<file path="config.mk">
export PLATFORM = sky130hd
export DESIGN_NAME = multicycle_ctrl_seq
export DESIGN_NICKNAME = d
export VERILOG_FILES = /design/src/rtl/multicycle_ctrl_seq.sv
export SDC_FILE = /design/constraint.sdc
export NUM_CORES = 1
export LEC_CHECK = 0
export ABC_AREA = 1
export BUFFER_PORTS_ARGS = -buffer_cell sky130_fd_sc_hd__buf_4
export CORE_ASPECT_RATIO = 0.7
export CORE_MARGIN = 2
export CORE_UTILIZATION = 44
export CTS_CLUSTER_DIAMETER = 40
export DETAILED_ROUTE_END_ITERATION = 6
export PLACE_DENSITY = 0.84
export SYNTH_ARGS = -nofsm -noshare
export SYNTH_HDL_FRONTEND = slang
export SYNTH_SLANG_ARGS = --single-unit
</file>
<file path="constraint.sdc">
create_clock -name Clock -period 1.8 [get_ports Clock]
set_input_delay 0 -clock Clock [delete_from_list [all_inputs] [get_ports Clock]]
set_output_delay 0 -clock Clock [all_outputs]
set_load 0.005 [all_outputs]
</file>
<file path="src/rtl/multicycle_ctrl_seq.sv">
// Multicycle control sequencer for the 32-bit bus CPU: fetch/execute micro-state FSM
// with memory handshake/timeout, multicycle MUL/DIV hold, Stop/Go pause and illegal-opcode flag.
module multicycle_ctrl_seq #(
    parameter int unsigned MULDIV_CYCLES = 1,
    parameter int unsigned MEM_TIMEOUT   = 0
) (
    input  logic        Clock,
    input  logic        Reset,
    input  logic [31:0] IR,
    input  logic        CON_FF,
    input  logic        MemReady,
    input  logic        Stop,
    input  logic        Go,
    output logic        Run,
    output logic        Fault,
    output logic        Illegal,
    output logic [3:0]  BusSel,
    output logic [2:0]  RegSel,
    output logic [10:0] Ld,
    output logic        IncPC,
    output logic        Read,
    output logic        Write,
    output logic [3:0]  AluOp
);

    localparam int unsigned CNT_MAX = (MULDIV_CYCLES > MEM_TIMEOUT) ? MULDIV_CYCLES : MEM_TIMEOUT;
    localparam int unsigned CNT_W   = (CNT_MAX > 2) ? $clog2(CNT_MAX) : 1;

    localparam logic [4:0] OP_LD   = 5'h00;
    localparam logic [4:0] OP_LDI  = 5'h01;
    localparam logic [4:0] OP_ST   = 5'h02;
    localparam logic [4:0] OP_ADD  = 5'h03;
    localparam logic [4:0] OP_OR   = 5'h0A;
    localparam logic [4:0] OP_ADDI = 5'h0B;
    localparam logic [4:0] OP_ANDI = 5'h0C;
    localparam logic [4:0] OP_ORI  = 5'h0D;
    localparam logic [4:0] OP_MUL  = 5'h0E;
    localparam logic [4:0] OP_DIV  = 5'h0F;
    localparam logic [4:0] OP_NEG  = 5'h10;
    localparam logic [4:0] OP_NOT  = 5'h11;
    localparam logic [4:0] OP_BR   = 5'h12;
    localparam logic [4:0] OP_JR   = 5'h13;
    localparam logic [4:0] OP_JAL  = 5'h14;
    localparam logic [4:0] OP_IN   = 5'h15;
    localparam logic [4:0] OP_OUT  = 5'h16;
    localparam logic [4:0] OP_MFHI = 5'h17;
    localparam logic [4:0] OP_MFLO = 5'h18;
    localparam logic [4:0] OP_NOP  = 5'h19;
    localparam logic [4:0] OP_HALT = 5'h1A;

    localparam logic [3:0] B_NONE   = 4'd0;
    localparam logic [3:0] B_ROUT   = 4'd1;
    localparam logic [3:0] B_BAOUT  = 4'd2;
    localparam logic [3:0] B_COUT   = 4'd3;
    localparam logic [3:0] B_PC     = 4'd4;
    localparam logic [3:0] B_MDR    = 4'd5;
    localparam logic [3:0] B_ZLO    = 4'd6;
    localparam logic [3:0] B_ZHI    = 4'd7;
    localparam logic [3:0] B_LO     = 4'd8;
    localparam logic [3:0] B_HI     = 4'd9;
    localparam logic [3:0] B_INPORT = 4'd10;

    localparam logic [2:0] R_NONE = 3'd0;
    localparam logic [2:0] R_GRA  = 3'd1;
    localparam logic [2:0] R_GRB  = 3'd2;
    localparam logic [2:0] R_GRC  = 3'd3;
    localparam logic [2:0] R_R15  = 3'd4;

    localparam int unsigned L_RIN      = 0;
    localparam int unsigned L_PCIN     = 1;
    localparam int unsigned L_IRIN     = 2;
    localparam int unsigned L_MARIN    = 3;
    localparam int unsigned L_MDRIN    = 4;
    localparam int unsigned L_YIN      = 5;
    localparam int unsigned L_ZIN      = 6;
    localparam int unsigned L_LOIN     = 7;
    localparam int unsigned L_HIIN     = 8;
    localparam int unsigned L_CONIN    = 9;
    localparam int unsigned L_OUTPORTIN = 10;

    localparam logic [3:0] A_NONE = 4'd0;
    localparam logic [3:0] A_ADD  = 4'd1;
    localparam logic [3:0] A_AND  = 4'd7;
    localparam logic [3:0] A_OR   = 4'd8;
    localparam logic [3:0] A_MUL  = 4'd9;
    localparam logic [3:0] A_DIV  = 4'd10;
    localparam logic [3:0] A_NEG  = 4'd11;
    localparam logic [3:0] A_NOT  = 4'd12;

    typedef enum logic [3:0] {
        S_RST, S_HALT, S_F0, S_F1, S_F2, S_F3, S_T0, S_T1, S_T2, S_T3, S_T4
    } state_t;

    state_t             state, state_nxt, done_st;
    logic [CNT_W-1:0]   cnt, cnt_nxt;
    logic               fault_set;
    logic [4:0]         opc;
    logic               is_alu3, is_imm, is_muldiv, is_negnot, is_mem;
    logic               last_step, mem_wait, mem_timeout, mul_hold, mul_done;
    logic [3:0]         alu_sel;
    logic               ir_unused;

    // Register fields are resolved by the datapath's Gra/Grb/Grc select logic.
    assign ir_unused = ^IR[26:0];

    assign opc         = IR[31:27];
    assign is_alu3     = (opc >= OP_ADD) && (opc <= OP_OR);
    assign is_imm      = (opc >= OP_ADDI) && (opc <= OP_ORI);
    assign is_muldiv   = (opc == OP_MUL) || (opc == OP_DIV);
    assign is_negnot   = (opc == OP_NEG) || (opc == OP_NOT);
    assign is_mem      = (opc <= OP_ST);
    assign mem_wait    = (state == S_F2) || ((state == S_T3) && (opc == OP_LD))
                       || ((state == S_T4) && (opc == OP_ST));
    assign mem_timeout = (MEM_TIMEOUT != 0) && (cnt == CNT_W'(MEM_TIMEOUT - 1));
    assign mul_hold    = (state == S_T1) && is_muldiv;
    assign mul_done    = (cnt == CNT_W'(MULDIV_CYCLES - 1));
    assign done_st     = Stop ? S_HALT : S_F0;

    // Final execute step of each opcode
    always_comb begin
        last_step = 1'b0;
        if (is_alu3 || is_imm || (opc == OP_LDI))          last_step = (state == S_T2);
        else if (is_muldiv || (opc == OP_BR))              last_step = (state == S_T3);
        else if ((opc == OP_LD) || (opc == OP_ST))         last_step = (state == S_T4);
        else if (is_negnot || (opc == OP_JAL))             last_step = (state == S_T1);
        else                                               last_step = (state == S_T0);
    end

    // Three-operand opcodes 03-0A map onto AluOp 1-8 in order
    always_comb begin
        alu_sel = A_NONE;
        case (opc)
            OP_ADDI: alu_sel = A_ADD;
            OP_ANDI: alu_sel = A_AND;
            OP_ORI:  alu_sel = A_OR;
            OP_MUL:  alu_sel = A_MUL;
            OP_DIV:  alu_sel = A_DIV;
            OP_NEG:  alu_sel = A_NEG;
            OP_NOT:  alu_sel = A_NOT;
            default: if (is_alu3) alu_sel = 4'(opc - 5'd2);
        endcase
    end

    always_ff @(posedge Clock or posedge Reset) begin
        if (Reset) begin
            state <= S_RST;
            cnt   <= '0;
            Fault <= 1'b0;
        end else begin
            state <= state_nxt;
            cnt   <= cnt_nxt;
            if (fault_set) Fault <= 1'b1;
        end
    end

    // Next state: memory waits and MUL/DIV hold stall the current step
    always_comb begin
        state_nxt = state;
        cnt_nxt   = '0;
        fault_set = 1'b0;
        if (mem_wait && !MemReady) begin
            if (mem_timeout) begin
                state_nxt = S_HALT;
                fault_set = 1'b1;
            end else if (MEM_TIMEOUT != 0) begin
                cnt_nxt = cnt + CNT_W'(1);
            end
        end else if (mul_hold && !mul_done) begin
            cnt_nxt = cnt + CNT_W'(1);
        end else begin
            case (state)
                S_RST:  state_nxt = S_F0;
                S_HALT: if (Go && !Fault) state_nxt = S_F0;
                S_F0:   state_nxt = S_F1;
                S_F1:   state_nxt = S_F2;
                S_F2:   state_nxt = S_F3;
                S_F3: begin
                    if (opc == OP_HALT)      state_nxt = S_HALT;
                    else if (opc >= OP_NOP)  state_nxt = done_st;
                    else                     state_nxt = S_T0;
                end
                S_T0:   state_nxt = last_step ? done_st : S_T1;
                S_T1:   state_nxt = last_step ? done_st : S_T2;
                S_T2:   state_nxt = last_step ? done_st : S_T3;
                S_T3:   state_nxt = last_step ? done_st : S_T4;
                S_T4:   state_nxt = done_st;
                default: state_nxt = S_RST;
            endcase
        end
    end

    // Moore control-word decode
    always_comb begin
        Run     = (state != S_RST) && (state != S_HALT);
        Illegal = 1'b0;
        BusSel  = B_NONE;
        RegSel  = R_NONE;
        Ld      = '0;
        IncPC   = 1'b0;
        Read    = 1'b0;
        Write   = 1'b0;
        AluOp   = A_NONE;
        case (state)
            S_F0: begin BusSel = B_PC; Ld[L_MARIN] = 1'b1; Ld[L_ZIN] = 1'b1; IncPC = 1'b1; end
            S_F1: begin BusSel = B_ZLO; Ld[L_PCIN] = 1'b1; end
            S_F2: begin Read = 1'b1; Ld[L_MDRIN] = 1'b1; end
            S_F3: begin BusSel = B_MDR; Ld[L_IRIN] = 1'b1; Illegal = (opc > OP_HALT); end
            S_T0, S_T1, S_T2, S_T3, S_T4: begin
                if (is_alu3 || is_imm) begin
                    case (state)
                        S_T0: begin RegSel = R_GRB; BusSel = B_ROUT; Ld[L_YIN] = 1'b1; end
                        S_T1: begin
                            RegSel    = is_alu3 ? R_GRC : R_NONE;
                            BusSel    = is_alu3 ? B_ROUT : B_COUT;
                            AluOp     = alu_sel;
                            Ld[L_ZIN] = 1'b1;
                        end
                        S_T2: begin BusSel = B_ZLO; RegSel = R_GRA; Ld[L_RIN] = 1'b1; end
                        default: ;
                    endcase
                end else if (is_muldiv) begin
                    case (state)
                        S_T0: begin RegSel = R_GRA; BusSel = B_ROUT; Ld[L_YIN] = 1'b1; end
                        S_T1: begin RegSel = R_GRB; BusSel = B_ROUT; AluOp = alu_sel; Ld[L_ZIN] = 1'b1; end
                        S_T2: begin BusSel = B_ZLO; Ld[L_LOIN] = 1'b1; end
                        S_T3: begin BusSel = B_ZHI; Ld[L_HIIN] = 1'b1; end
                        default: ;
                    endcase
                end else if (is_negnot) begin
                    case (state)
                        S_T0: begin RegSel = R_GRB; BusSel = B_ROUT; AluOp = alu_sel; Ld[L_ZIN] = 1'b1; end
                        S_T1: begin BusSel = B_ZLO; RegSel = R_GRA; Ld[L_RIN] = 1'b1; end
                        default: ;
                    endcase
                end else if (is_mem) begin
                    case (state)
                        S_T0: begin RegSel = R_GRB; BusSel = B_BAOUT; Ld[L_YIN] = 1'b1; end
                        S_T1: begin BusSel = B_COUT; AluOp = A_ADD; Ld[L_ZIN] = 1'b1; end
                        S_T2: begin
                            BusSel = B_ZLO;
                            if (opc == OP_LDI) begin RegSel = R_GRA; Ld[L_RIN] = 1'b1; end
                            else               Ld[L_MARIN] = 1'b1;
                        end
                        S_T3: begin
                            if (opc == OP_LD) begin Read = 1'b1; Ld[L_MDRIN] = 1'b1; end
                            else if (opc == OP_ST) begin RegSel = R_GRA; BusSel = B_ROUT; Ld[L_MDRIN] = 1'b1; end
                        end
                        S_T4: begin
                            if (opc == OP_LD) begin BusSel = B_MDR; RegSel = R_GRA; Ld[L_RIN] = 1'b1; end
                            else if (opc == OP_ST) Write = 1'b1;
                        end
                        default: ;
                    endcase
                end else begin
                    case (opc)
                        OP_BR: begin
                            case (state)
                                S_T0: begin RegSel = R_GRA; BusSel = B_ROUT; Ld[L_CONIN] = 1'b1; end
                                S_T1: begin BusSel = B_PC; Ld[L_YIN] = 1'b1; end
                                S_T2: begin BusSel = B_COUT; AluOp = A_ADD; Ld[L_ZIN] = 1'b1; end
                                S_T3: if (CON_FF) begin BusSel = B_ZLO; Ld[L_PCIN] = 1'b1; end
                                default: ;
                            endcase
                        end
                        OP_JR: if (state == S_T0) begin RegSel = R_GRA; BusSel = B_ROUT; Ld[L_PCIN] = 1'b1; end
                        OP_JAL: begin
                            if (state == S_T0) begin BusSel = B_PC; RegSel = R_R15; Ld[L_RIN] = 1'b1; end
                            else if (state == S_T1) begin RegSel = R_GRA; BusSel = B_ROUT; Ld[L_PCIN] = 1'b1; end
                        end
                        OP_IN:   if (state == S_T0) begin BusSel = B_INPORT; RegSel = R_GRA; Ld[L_RIN] = 1'b1; end
                        OP_OUT:  if (state == S_T0) begin RegSel = R_GRA; BusSel = B_ROUT; Ld[L_OUTPORTIN] = 1'b1; end
                        OP_MFHI: if (state == S_T0) begin BusSel = B_HI; RegSel = R_GRA; Ld[L_RIN] = 1'b1; end
                        OP_MFLO: if (state == S_T0) begin BusSel = B_LO; RegSel = R_GRA; Ld[L_RIN] = 1'b1; end
                        default: ;
                    endcase
                end
            end
            default: ;
        endcase
    end

endmodule

</file>
-- After elaboration in Yosys (flattened, before gate mapping)
Cells that the tools add are included.
- word-level logic and storage cells: 198
- bits of input ports: 38
- register bits: 5
- multiplexer cells: 129
- add/subtract/negate cells: 2
- eq/ne operators: 29
- bitwise logic cells: 2
- $lt $le $gt $ge: 7
- reduce and logical (&&, ||, !) cells: 27
- operators by type and width (operator ; number):
    $mux 4 ; 22
    $mux 1 ; 59
    $eq 5x5->1 const B ; 10
    $pmux 4 s11 ; 1
    $mux 3 ; 12
    $mux 2 ; 15
    $pmux 4 s7 ; 1
    $eq 5x4->1 const B ; 5
    $pmux 4 s6 ; 1
    $pmux 3 s3 ; 2
    $eq 4x3->1 const B ; 4
    $pmux 4 s4 ; 1
    $pmux 3 s5 ; 1
    $eq 4x4->1 const B ; 3
    $pmux 1 s2 ; 6
    $pmux 3 s2 ; 2
    $pmux 3 s4 ; 1
    $le 5x4->1 const B ; 2
    $logic_or 1x1->1 ; 9
    $eq 4x2->1 const B ; 2
    $logic_and 1x1->1 ; 8
    $pmux 2 s2 ; 2
    $pmux 2 s4 ; 1
    $pmux 2 s3 ; 1
    other kinds (23) ; 25

-- Depth between registers and ports, before layout
- word-level depth: 9
- gate-level depth with buffers: 15
- mapped depth without buffers: 15

-- Worst setup path before layout
OpenSTA, ideal clock, no wires.
- kind: register -> register
- from: reg state[1]
- to: reg state[1]
- arrival time: 1.464 ns
- period minus slack after synthesis: 1.581 ns
- path slack: 0.219 ns
- cell stages (with the launch flop): 14
- path buffers: 0
- setup time: 0.116 ns
- cell sequence: dfrtp_1 -> inv_2 -> nor2_4 -> inv_1 -> nor2_4 -> nand3_1 -> nand3b_1 -> nand2_1 -> nand2_2 -> nand2_2 -> a21oi_1 -> nand3_1 -> nand2_1 -> nand2_1
- longest elaborated chain between the ends: 7
- ends and longest elaborated chain (what ; RTL line ; RTL):
    start: declaration ; 94 ; state_t state, state_nxt, done_st;
    start signal: assignment ; 150 ; state <= state_nxt;
    $eq 4x3->1, or another cell as far along ; 126, 171 ;
    $mux 1 / $logic_and 1x1->1 (equally long branches) ; 125, 112 ;
    $mux 1 / $logic_or 1x1->1 (equally long branches) ; 124, 112 ;
    $mux 1 / $logic_or 1x1->1 (equally long branches) ; 123, 113 ;
    $mux 1 / $logic_and 1x1->1 (equally long branches) ; 122, 161 ;
    $mux 4, or another cell as far along ; 185 ; S_T3: state_nxt = last_step ? done_st : S_T4;
    $pmux 4 s11 / $reduce_and 3->1 (equally long branches) ; -- ;
Parallel ways exist; a longest one is shown, timed or not.
A chain may end at the register's enable or synchronous reset.

-- Worst setup path in the final report
- from: reg state[0]
- to: out BusSel[2]
- longest elaborated chain between the ends: 8
- ends and longest elaborated chain (what ; RTL line ; RTL):
    $eq 4x4->1, or another cell as far along ; -- ;
    $pmux 3 s4 / $mux 4 (equally long branches) ; 257, 267 ;
    $pmux 4 s6 ; 255 ; case (opc)
    $mux 4 ; 235 ; end else if (is_mem) begin
    $mux 4 ; 229 ; end else if (is_negnot) begin
    $mux 4 ; 221 ; end else if (is_muldiv) begin
    $mux 4 ; 209 ; if (is_alu3 || is_imm) begin
    $pmux 4 s4 * ; 203 ; case (state)
    end: declaration ; 17 ; output logic [3:0] BusSel,
Every way passes the cells marked *; elsewhere a longest branch is shown, timed or not.

==> results.md <==
* DRT iter0 DRCs at 549
* Longest Clk Path Bufs at 2
* Core Region at 0.00323 mm2
* Post-detailed-route count of antenna-violating nets at 0
* Worst R2R Start: state[1]
* FF-to-FF path depth at 14
* Crit Path Max Fanout at 5
* Seq/Total Area, Yosys at 8.22%
* CP Capture Type: primary output
* Post-synthesis register bit count at 5
* Initial antenna violation count at 0
* Final period util at 116%
* Area Overhead vs Synth at 58.9%
* Syn_area_per_cell at 5.12 um2
* Async SR Flop Fraction at 100%
* Die Wd at 74.3 um
* DR WL/cell at 16.8 um
* Residual DRC count at 1
* Syn Inst Count at 297
* Layout Cells excl Fill at 428
* Full die area at 0.00395 mm2
* Netlist Area Pre-Place at 0.00152 mm2
* Drt pass-1 iters at 7
* # clock sinks at 5
* Nets at 425
* Final WS setup at -0.286 ns
* Worst Setup Start Kind: register
* Hold Path Class: in -> async
* Layout Skew at 0.00685 ns
* DP HPWL at 4.61 mm
* Power per cell area at 1060 mW/mm2
* I/O pins at 66
* # port buffers at 37
* Share of cells above drive strength 1 at 38.8%
* Leak pwr at 1.27 nW
* Run status: finished, violations left
* Failing checks: design-rule violations, negative setup slack
* VDD IR max at 0.000691 V
* Placer Congestion at 0.989
* Largest net degree at the start of global routing at 12
* Tmin final at 2.09 ns
* Final Hold Viols at 0
* Slowest stage delay, CP at 0.47 ns
* Vias in the first global route at 2,198
* RSZ-0062 raised after global routing: yes
* Unique masters post-synth at 31
* CP Cell Sequence: nor2_4 -> inv_2 -> nor2_4 -> nand2_2 -> inv_2 -> nand2_2 -> nand2_2 -> o22ai_1 -> nand2_1 -> a21boi_0 -> o21ai_1 -> buf_4
* Die Ht at 53.2 um
* Post-synth EDFFs at 0
* Critical path launch point: state[0]
* Row count at 17
* Total GRT Usage at 34.0%
* Clock tree root driver cell: clkbuf_8
* Fillers at 246
* CTS Buf Count at 3
* Clock transition at the registers of the reported paths at 0.04 ns
* Flop2flop setup slack at -0.22 ns
* Global route total overflow at 0
* Slowest-stage cell, CP: dfrtp_2
* Pins over their slew limit at 0
* Synth Flop Type: dfrtp_1
* Initial Util at 47.1%
* H-tree Lvls at 1
* Via/cell ratio at 5.91
* CTS tree: done
* Post-Route WL at 7.20 mm
* Critical Path RT at 1.80 ns
* # placed instances at 407
* Most used cell, CP: nand2_2
* Setup-failing EPs final at 16
* Max Fclk at 0.479 GHz
* Clock Latency Late Sink at 0.24 ns
* Vias post-DR at 2,530
* Max-cap viol count at 0
* Critical path class: reg -> out
* N_diodes at 0
* Pre-CTS setup slack at 0.0294 ns
* Synth Warn # at 0
* Worst path arrival time at 2.09 ns
* First-pass GRT wire length at 9.99 mm
[flip-flops by register name (all words and copies together), names as in the netlist]
| register | cells |
|---|---|
| cnt | 1 |
| state | 4 |
[cell families (layout without fill, tap and decap cells)]
family                     count (synthesis)  after routing  share of synthesized area [%]
and+or+nand+nor                          167            167                           49.8
DFF                                        5              5                           8.22
buffers and inverters                     61            144                           16.0
other                                      1              2                          0.246
AOI/OAI and AO/OA                         58             58                           21.5
adders and majority gates                  5              5                           4.11
[cell usage in the layout, fill, tap and decap left out, types with 2 or more instances in the layout]
cell type / synthesis / layout
a21oi_1: 19 / 17
a21oi_2: 0 / 2
a31oi_1: 3 / 3
buf_4: 4 / 73
buf_6: 0 / 9
clkbuf_8: 0 / 3
conb_1: 1 / 2
dfrtp_1: 5 / 3
dfrtp_2: 0 / 2
ha_1: 5 / 5
inv_1: 53 / 42
inv_2: 4 / 12
inv_4: 0 / 3
nand2_1: 76 / 64
nand2_2: 5 / 11
nand2_4: 0 / 5
nand3_1: 22 / 21
nand3_2: 2 / 2
nand4_1: 4 / 4
nor2_1: 38 / 31
nor2_2: 5 / 11
nor2_4: 4 / 5
nor3_1: 7 / 5
nor3_2: 1 / 2
o211ai_1: 3 / 3
o21ai_0: 21 / 15
o21ai_1: 1 / 6
o221ai_1: 2 / 2
o22ai_1: 3 / 2
o31ai_1: 2 / 2
[worst max-delay path: cells and delay by family (launching register included)]
kind            cells  cell delay [ns]
compound gates      3             0.39
flops               1             0.47
buf+inv             3             0.32
simple gates        6             0.66
[repair_timing]
action                                  CTS  global route
pin swaps                                10            16
buffers inserted                         12             4
hold endpoints to repair                  5             0
resized for setup                        35            34
endpoints found under the setup margin   10            19
hold buffers                              1             0
[stage by stage]
step | hold WS (ns) | TNS, ns | power [mW] | util, % | cell area (um2)
4_1_cts | 0.187 | -0.261 | 2.21 | 70.8 | 2290
6_report | 0.241 | -2.28 | 2.57 | 74.8 | 2420
3_5_place_dp | -0.0831 | 0 | 1.71 | 63.4 | 2050
2_1_floorplan | -0.221 | 0 | 1.02 | - | 1530
5_1_grt | 0.259 | -3.16 | 2.68 | 74.8 | 2420
3_3_place_gp | -0.0863 | 0 | 1.68 | 63.4 | 2050
[final cells by class]
cell class	instances	area [um2]	share of cell area, %
clock buffers	4	45.0	1.86
inverters	57	221	9.16
multi-input cells	232	1310	54.0
flip-flops and latches	5	128	5.28
well taps	47	58.8	2.43
repair buffers	83	659	27.3
[cells in the mapped netlist (2+ instances only)]
master | count | area, um2
a21oi_1 | 19 | 95.1
a31oi_1 | 3 | 18.8
buf_4 | 4 | 30.0
dfrtp_1 | 5 | 125
ha_1 | 5 | 62.6
inv_1 | 53 | 199
inv_2 | 4 | 15.0
nand2_1 | 76 | 285
nand2_2 | 5 | 31.3
nand3_1 | 22 | 110
nand3_2 | 2 | 20.0
nand4_1 | 4 | 25.0
nor2_1 | 38 | 143
nor2_2 | 5 | 31.3
nor2_4 | 4 | 45.0
nor3_1 | 7 | 35.0
o211ai_1 | 3 | 22.5
o21ai_0 | 21 | 105
o221ai_1 | 2 | 17.5
o22ai_1 | 3 | 18.8
o31ai_1 | 2 | 15.0
[power breakdown]
| group | switching (mW) | internal, mW | leakage (nW) |
|---|---|---|---|
| clock network | 0.0714 | 0.153 | 0.0228 |
| registers | 0.0630 | 0.160 | 0.0590 |
| logic | 1.20 | 0.924 | 1.19 |
[path summary, 6_finish.rpt]
| check | endpoint |
|---|---|
| setup / recovery | BusSel[2] |
| hold / removal | state[1] |
| setup reg to reg | state[0] |
| hold reg to reg | state[2] |
| max in group asynchronous | state[0] |
| min in group Clock | state[1] |
[metal layers]
metal	GRT usage (%)	part of all wire [%]	up-vias
li1	-	-	1132
met1	45.6	37	1099
met2	52.7	41	247
met3	8.76	17	52
met4	12.2	4.8	0
met5	0	0	-
Power figures use the tool's default switching activity.
